`src/rtl/card_pkg.sv`:
```
// Shared card and segment types used by the display scanner and the rank decoder.
//   rank_t : 4-bit card rank code (0 = none, 1..13 = Ace..King)
//   seg_t  : 7-bit segment vector, bit 0 = a ... bit 6 = g
package card_pkg;

  typedef logic [3:0] rank_t;
  typedef logic [6:0] seg_t;

  localparam rank_t RANK_NONE  = 4'd0;
  localparam rank_t RANK_ACE   = 4'd1;
  localparam rank_t RANK_TWO   = 4'd2;
  localparam rank_t RANK_THREE = 4'd3;
  localparam rank_t RANK_FOUR  = 4'd4;
  localparam rank_t RANK_FIVE  = 4'd5;
  localparam rank_t RANK_SIX   = 4'd6;
  localparam rank_t RANK_SEVEN = 4'd7;
  localparam rank_t RANK_EIGHT = 4'd8;
  localparam rank_t RANK_NINE  = 4'd9;
  localparam rank_t RANK_TEN   = 4'd10;
  localparam rank_t RANK_JACK  = 4'd11;
  localparam rank_t RANK_QUEEN = 4'd12;
  localparam rank_t RANK_KING  = 4'd13;

  // Active-low cathode pattern with every segment dark.
  localparam seg_t SEG_OFF = 7'h7F;

endpackage

```
`src/rtl/bto7s_rank.sv`:
```
// Card rank to seven-segment decoder (active-high segments).
//   rank_in : card rank code, 1..13 = Ace..King
//   seg_out : lit segments, bit 0 = a ... bit 6 = g; all zero for codes outside 1..13
module bto7s_rank
  import card_pkg::*;
(
  input  rank_t rank_in,
  output seg_t  seg_out
);

  always_comb begin
    seg_out = '0;
    case (rank_in)
      RANK_ACE:   seg_out = 7'b1110111;  // A
      RANK_TWO:   seg_out = 7'b1011011;
      RANK_THREE: seg_out = 7'b1001111;
      RANK_FOUR:  seg_out = 7'b1100110;
      RANK_FIVE:  seg_out = 7'b1101101;
      RANK_SIX:   seg_out = 7'b1111101;
      RANK_SEVEN: seg_out = 7'b0000111;
      RANK_EIGHT: seg_out = 7'b1111111;
      RANK_NINE:  seg_out = 7'b1101111;
      RANK_TEN:   seg_out = 7'b0111111;  // shown as 0
      RANK_JACK:  seg_out = 7'b0011110;  // J
      RANK_QUEEN: seg_out = 7'b1100111;  // q
      RANK_KING:  seg_out = 7'b1110110;  // H-like K
      default:    seg_out = '0;
    endcase
  end

endmodule

```
`src/rtl/card_display_scanner.sv`:
```
// Time-multiplexed common-anode seven-segment scanner for a hand of cards.
// Holds a displayed snapshot of the hand, accepts new hands through a
// load/ready handshake and swaps the snapshot only at frame wraps so that no
// frame mixes two hands. One selected card can be blinked.
//   clk_in, rst_in   : clock, asynchronous active-high reset
//   hand_in          : packed ranks, digit i = hand_in[4i+3:4i]
//   valid_in         : per-digit "card present" flags
//   load_in          : load request; accepted when load_ready_out is high
//   load_ready_out   : no hand is waiting for a frame wrap
//   sel_in           : digit to blink, blink_en_in enables it
//   cat_out          : active-low cathodes, bit 0 = a ... bit 6 = g
//   an_out           : active-low anodes, one-hot-low while scanning
//   frame_out        : one-cycle pulse in the cycle after each frame wrap
module card_display_scanner
  import card_pkg::*;
#(
  parameter int NUM_DIGITS   = 8,
  parameter int COUNT_PERIOD = 100000,
  parameter int BLINK_FRAMES = 32
) (
  input  logic                          clk_in,
  input  logic                          rst_in,
  input  logic [4*NUM_DIGITS-1:0]       hand_in,
  input  logic [NUM_DIGITS-1:0]         valid_in,
  input  logic                          load_in,
  output logic                          load_ready_out,
  input  logic [$clog2(NUM_DIGITS)-1:0] sel_in,
  input  logic                          blink_en_in,
  output logic [6:0]                    cat_out,
  output logic [NUM_DIGITS-1:0]         an_out,
  output logic                          frame_out
);

  localparam int IDX_W = $clog2(NUM_DIGITS);
  localparam int CNT_W = $clog2(COUNT_PERIOD);
  localparam int FRM_W = (BLINK_FRAMES > 1) ? $clog2(BLINK_FRAMES) : 1;

  logic [CNT_W-1:0]             r_cnt;
  logic [IDX_W-1:0]             r_idx;
  logic [FRM_W-1:0]             r_frm;
  logic                         r_blink_on;
  rank_t [NUM_DIGITS-1:0]       r_snap_rank;
  logic  [NUM_DIGITS-1:0]       r_snap_vld;
  rank_t [NUM_DIGITS-1:0]       r_pend_rank;
  logic  [NUM_DIGITS-1:0]       r_pend_vld;
  logic                         r_pend;
  logic [NUM_DIGITS-1:0]        r_an;
  seg_t                         r_cat;
  logic                         r_frame;

  logic                         w_tc;
  logic                         w_wrap;
  logic                         w_frm_tc;
  logic                         w_xfer;
  rank_t                        w_rank;
  seg_t                         w_seg;
  logic                         w_rank_ok;
  logic                         w_blink_off;
  logic                         w_blank;
  logic [NUM_DIGITS-1:0]        w_an;

  assign w_tc     = (r_cnt == CNT_W'(COUNT_PERIOD - 1));
  assign w_wrap   = w_tc && (r_idx == IDX_W'(NUM_DIGITS - 1));
  assign w_frm_tc = (r_frm == FRM_W'(BLINK_FRAMES - 1));
  // A pending hand blocks further loads until it has been applied.
  assign w_xfer   = load_in && !r_pend;

  // Scan counter and digit index
  always_ff @(posedge clk_in or posedge rst_in) begin
    if (rst_in) begin
      r_cnt <= '0;
      r_idx <= '0;
    end else if (w_tc) begin
      r_cnt <= '0;
      r_idx <= (r_idx == IDX_W'(NUM_DIGITS - 1)) ? '0 : r_idx + IDX_W'(1);
    end else begin
      r_cnt <= r_cnt + CNT_W'(1);
    end
  end

  // Blink timing keeps running whether or not blinking is enabled, so enabling
  // it mid-stream joins the existing phase.
  always_ff @(posedge clk_in or posedge rst_in) begin
    if (rst_in) begin
      r_frm      <= '0;
      r_blink_on <= 1'b1;
    end else if (w_wrap) begin
      if (w_frm_tc) begin
        r_frm      <= '0;
        r_blink_on <= !r_blink_on;
      end else begin
        r_frm <= r_frm + FRM_W'(1);
      end
    end
  end

  // Load handshake. Applying the pending hand and accepting a new one are
  // exclusive because acceptance requires the pending flag to be clear, so a
  // load that lands on a wrap cycle waits for the following wrap.
  always_ff @(posedge clk_in or posedge rst_in) begin
    if (rst_in) begin
      r_pend      <= 1'b0;
      r_pend_rank <= '0;
      r_pend_vld  <= '0;
      r_snap_rank <= '0;
      r_snap_vld  <= '0;
    end else if (w_wrap && r_pend) begin
      r_snap_rank <= r_pend_rank;
      r_snap_vld  <= r_pend_vld;
      r_pend      <= 1'b0;
    end else if (w_xfer) begin
      r_pend_rank <= hand_in;
      r_pend_vld  <= valid_in;
      r_pend      <= 1'b1;
    end
  end

  assign load_ready_out = !r_pend;

  assign w_rank = r_snap_rank[r_idx];

  bto7s_rank u_dec (
    .rank_in (w_rank),
    .seg_out (w_seg)
  );

  assign w_rank_ok   = (w_rank >= RANK_ACE) && (w_rank <= RANK_KING);
  // r_idx never reaches NUM_DIGITS, so an out-of-range sel_in never matches.
  assign w_blink_off = blink_en_in && (sel_in == r_idx) && !r_blink_on;
  assign w_blank     = !r_snap_vld[r_idx] || !w_rank_ok || w_blink_off;
  assign w_an        = ~(NUM_DIGITS'(1) << r_idx);

  // Output register stage: pins follow the digit index one cycle later
  always_ff @(posedge clk_in or posedge rst_in) begin
    if (rst_in) begin
      r_an    <= '1;
      r_cat   <= SEG_OFF;
      r_frame <= 1'b0;
    end else begin
      r_an    <= w_an;
      r_cat   <= w_blank ? SEG_OFF : ~w_seg;
      r_frame <= w_wrap;
    end
  end

  assign an_out    = r_an;
  assign cat_out   = r_cat;
  assign frame_out = r_frame;

endmodule

```
`config.mk`:
```
export PLATFORM = sky130hd
export DESIGN_NAME = card_display_scanner
export DESIGN_NICKNAME = d
export VERILOG_FILES = /design/src/rtl/card_pkg.sv /design/src/rtl/bto7s_rank.sv /design/src/rtl/card_display_scanner.sv
export SDC_FILE = /design/constraint.sdc
export NUM_CORES = 1
export LEC_CHECK = 0
export ABC_AREA = 1
export CAP_MARGIN = 20
export CORE_ASPECT_RATIO = 1.4
export CORE_UTILIZATION = 50
export CTS_CLUSTER_DIAMETER = 50
export DETAILED_ROUTE_END_ITERATION = 12
export GPL_TIMING_DRIVEN = 0
export HOLD_SLACK_MARGIN = 0.12
export PLACE_DENSITY = 0.73
export SLEW_MARGIN = 40
export SYNTH_ARGS = -nofsm -noshare
export SYNTH_HDL_FRONTEND = slang
export SYNTH_SLANG_ARGS = --single-unit
```
`constraint.sdc`:
```
create_clock -name clk_in -period 5.6 [get_ports clk_in]
set_clock_uncertainty 0.2 [all_clocks]
set_input_delay 0.84 -clock clk_in [delete_from_list [all_inputs] [get_ports clk_in]]
set_output_delay 0.84 -clock clk_in [all_outputs]
set_load 0.1 [all_outputs]
```
==> load_flow_metrics.sql <==
INSERT INTO impl_metrics (metric_group, metric, value, unit) VALUES
('detailed_routing', 'total_detailed_routing_wirelength', '12450', 'um'),
('pwr', 'p_sw_share', '20.55', '%'),
('floorplanning', 'die-area', '0.01192', 'sq mm'),
('timing', 'finalMaxSlewViolations', '0', ''),
('placed_design', 'dpl_worst_slack', '2843', 'ps'),
('detailed_routing', 'first_pass_iters', '5', ''),
('status', 'status', 'finished, final reports clean', ''),
('detailed_routing', 'post-route-drc-count', '0', ''),
('clock_tree', 'clock_tree_from_tritoncts', 'yes', ''),
('finish', 'flow.area_growth_from_synthesis', '23.76', '%'),
('yosys', 'syn_inst', '657', ''),
('yosys', 'yosys_register_bits', '123', ''),
('floorplanning', 'initial_core_utilization', '52.02', '%'),
('pwr', 'combPwrFrac', '4.0', '%'),
('clock_tree', 'post-cts-setup-buffer-count', '0', ''),
('finish', 'final_net_count', '802', ''),
('global_routing', 'grt_start_max_net_pins', '80', ''),
('placed_design', 'hpwl_after_detailed_placement', '8884', 'um'),
('clock_tree', 'post_cts_hold_buffer_count', '0', ''),
('yosys', 'syn-mean-instance-area', '8.737', 'sq um'),
('yosys', 'ys.warnings.count', '0', ''),
('critical_path', 'worst_r2r_startpoint', 'r_idx[0]', ''),
('clock_tree', 'cts.repair.resized', '0', ''),
('detailed_routing', 'antenna_left', '0', ''),
('min_path', 'hold_crit_path_type', 'flip-flop to flip-flop', ''),
('critical_path', 'slowest_stage', 'o21ai_0', ''),
('critical_path', 'endpoint_kind_of_the_worst_setup_timing_path', 'flip-flop', ''),
('detailed_routing', 'detail_route.iter0.violations', '263', ''),
('finish', 'antennaDiodeCount', '0', ''),
('floorplanning', 'die-width', '92.56', 'um'),
('clock_tree', 'cts-buffers-inserted', '17', ''),
('timing', 'finalWorstSetupSlack', '2745', 'ps'),
('clock_tree', 'cts.path.max_buffers', '2', ''),
('critical_path', 'timing.critical_path.required', '5750', 'ps'),
('critical_path', 'cp_slowest_stage_delay', '590', 'ps'),
('clock_tree', 'ctsRootBufferMaster', 'clkbuf_16', ''),
('finish', 'finalCoreUtilization', '64.38', '%'),
('placed_design', 'gp_congestion', '0.8882', ''),
('global_routing', 'number_of_antenna_violations_at_the_first_check_in_global_routing', '0', ''),
('floorplanning', 'dieHeight', '128.8', 'um'),
('global_routing', 'groute.usage.overall', '23.61', '%'),
('critical_path', 'cp_cell_sequence', 'buf_4 > inv_2 > buf_2 > nand2_1 > nand3_1 > nand2_1 > o21ai_0 > inv_1 > ha_1 > inv_1 > nand2_1 > nor2_1 > nor2_2 > nand2_1', ''),
('detailed_routing', 'detail_route.wl_per_cell', '13.94', 'um'),
('clock_tree', 'clk_pin_slew_worst_paths', '50', 'ps'),
('yosys', 'synth_area', '0.005741', 'sq mm'),
('pwr', 'powerDensity', '296.1', 'mW/mm^2'),
('critical_path', 'setup.worst_path.start_class', 'flip-flop', ''),
('detailed_routing', 'vias', '4529', ''),
('pwr', 'cell_internal_pwr', '1671', 'uW'),
('finish', 'drive_above_1_share', '15.56', '%'),
('yosys', 'syn_nets', '719', ''),
('yosys', 'synth_top_family_by_area', 'simple AND/OR/NAND/NOR gates', ''),
('clock_tree', 'clk_sinks', '123', ''),
('yosys', 'post_synth_xor_xnor_area', '1.373', '%'),
('timing', 'achievable-frequency', '350.2', 'MHz'),
('critical_path', 'path_max_fanout', '11', ''),
('critical_path', 'cpMostUsedCell', 'nand2_1', ''),
('placed_design', 'placement.io_buffers', '63', ''),
('pwr', 'ir_worst_vdd', '171.7', 'uV'),
('yosys', 'synth_enable_flop_cells', '0', ''),
('global_routing', 'grt_pass1_vias', '4738', ''),
('yosys', 'synth_simple_gate_area_share', '21.99', '%'),
('floorplanning', 'core_rows', '45', ''),
('timing', 'tightest_slew', '703.2', 'ps'),
('critical_path', 'critical_path.reg2reg.endpoint', 'cat_out[4]', ''),
('yosys', 'synth_compound_gate_area_share', '8.304', '%'),
('timing', 'final.period_utilization', '50.99', '%'),
('yosys', 'synthFlopType', 'dfrtp_1', ''),
('critical_path', 'crit_path_start', 'r_idx[0]', ''),
('detailed_routing', 'via_per_inst', '5.072', ''),
('pwr', 'power.share.sequential', '44.0', '%');
synth_stat cells, types with 7 or more instances:
library cell  instances  share of area, %
a21oi_1              30               2.6
clkbuf_1             11              0.72
dfrtp_1             107                47
dfstp_2              16               7.3
ha_1                 15               3.3
inv_1                87               5.7
mux2_2               14               2.7
nand2_1             157                10
nand2_2               7              0.76
nand3_1              36               3.1
nand4_1               8              0.87
nor2_1               58               3.8
nor3_1                8              0.70
o21ai_0              18               1.6
o21ai_1              31               2.7
xor2_1                7               1.1
layer usage:
| metal | up-vias | wire (um) | GRT usage [%] | share of wire [%] |
|---|---|---|---|---|
| li1 | 2234 | - | - | - |
| met1 | 2151 | 5095 | 27.03 | 41 |
| met3 | 24 | 407 | 5.319 | 3.3 |
| met5 | - | 0 | 0 | 0 |
| met2 | 120 | 6622 | 41.70 | 53 |
| met4 | 0 | 322 | 11.03 | 2.6 |
cell type report:
type,instances,area (sq um)
clock inverter,9,112.6
buffer,25,133.9
fill,913,3931
timing repair buffer,64,573.1
inverter,92,352.8
clock buffer,22,494.2
sequential,123,3098
tap,141,176.4
multi-input combinational,417,2163
cell usage in the layout (no fill, tap or decap), drive strengths merged, types with 3 or more instances in the layout:
| master | count |
|---|---|
| clkinvlp | 4 |
| nand4 | 8 |
| nor3 | 8 |
| clkinv | 3 |
| o21ai | 54 |
| clkbuf | 33 |
| nand2 | 166 |
| buf | 32 |
| dfrtp | 107 |
| xor2 | 7 |
| nand3 | 37 |
| clkdlybuf4s50 | 46 |
| dfstp | 16 |
| a21oi | 30 |
| inv | 92 |
| mux2 | 14 |
| ha | 15 |
| nor2 | 63 |
| nand3b | 3 |
metrics by stage:
stage	hold slack [ps]	setup TNS, ps	instances	total power [uW]	cell area (sq um)
finish	279.5	0	893	2103	7104
detailed placement	269.7	0	862	1025	6497
CTS	279.9	0	893	2120	7104
floorplan	232.9	0	657	974.4	5741
global placement	248.7	-20740	861	1017	6548
global route	296.3	0	893	2173	7104
registers in the layout (all words and copies together), names as in the netlist:
| signal | count |
|---|---|
| r_snap_rank | 32 |
| r_blink_on | 1 |
| r_pend | 1 |
| r_snap_vld | 8 |
| cat_out | 7 |
| r_pend_rank | 32 |
| r_frm | 5 |
| r_cnt | 17 |
| r_idx | 3 |
| frame_out | 1 |
| r_pend_vld | 8 |
| an_out | 8 |
worst max-delay path: cells and delay by family (launching register included):
| family | cells | cell delay [ps] |
|---|---|---|
| buffers and inverters | 5 | 750 |
| and+or+nand+nor | 7 | 610 |
| AOI/OAI and AO/OA | 1 | 590 |
| DFF | 1 | 400 |
| adders and majority gates | 1 | 260 |
cells by family after synthesis:
kind of cell,after synthesis
and+or+nand+nor,290
adders and majority gates,15
DFF,123
xor gates and xnor gates,9
AOI/OAI and AO/OA,89
muxes,14
buffers and inverters,117
worst min-delay path by stage:
stage	start	to	slack, ps	cells past startpoint
after global routing	r_cnt[0]	r_cnt[0]	300	1
after global placement	r_cnt[0]	r_cnt[0]	250	1
after floorplan	r_cnt[0]	r_cnt[0]	230	1
after detailed placement	r_pend_rank[13]	r_snap_rank[13]	270	2
after CTS	r_cnt[0]	r_cnt[0]	280	1
final	r_cnt[0]	r_cnt[0]	280	1
power by group through the flow:
stage / Clock [uW] / Combinational (uW) / Sequential [uW]
6_report: 1090 / 83.4 / 925
5_1_grt: 1150 / 94.3 / 927
4_1_cts: 1110 / 85.3 / 925
3_5_place_dp: 0 / 84.3 / 940
3_3_place_gp: 0 / 78.1 / 939
2_1_floorplan: 0 / 37.6 / 937
Note: power is estimated with default switching activity, not from simulation.
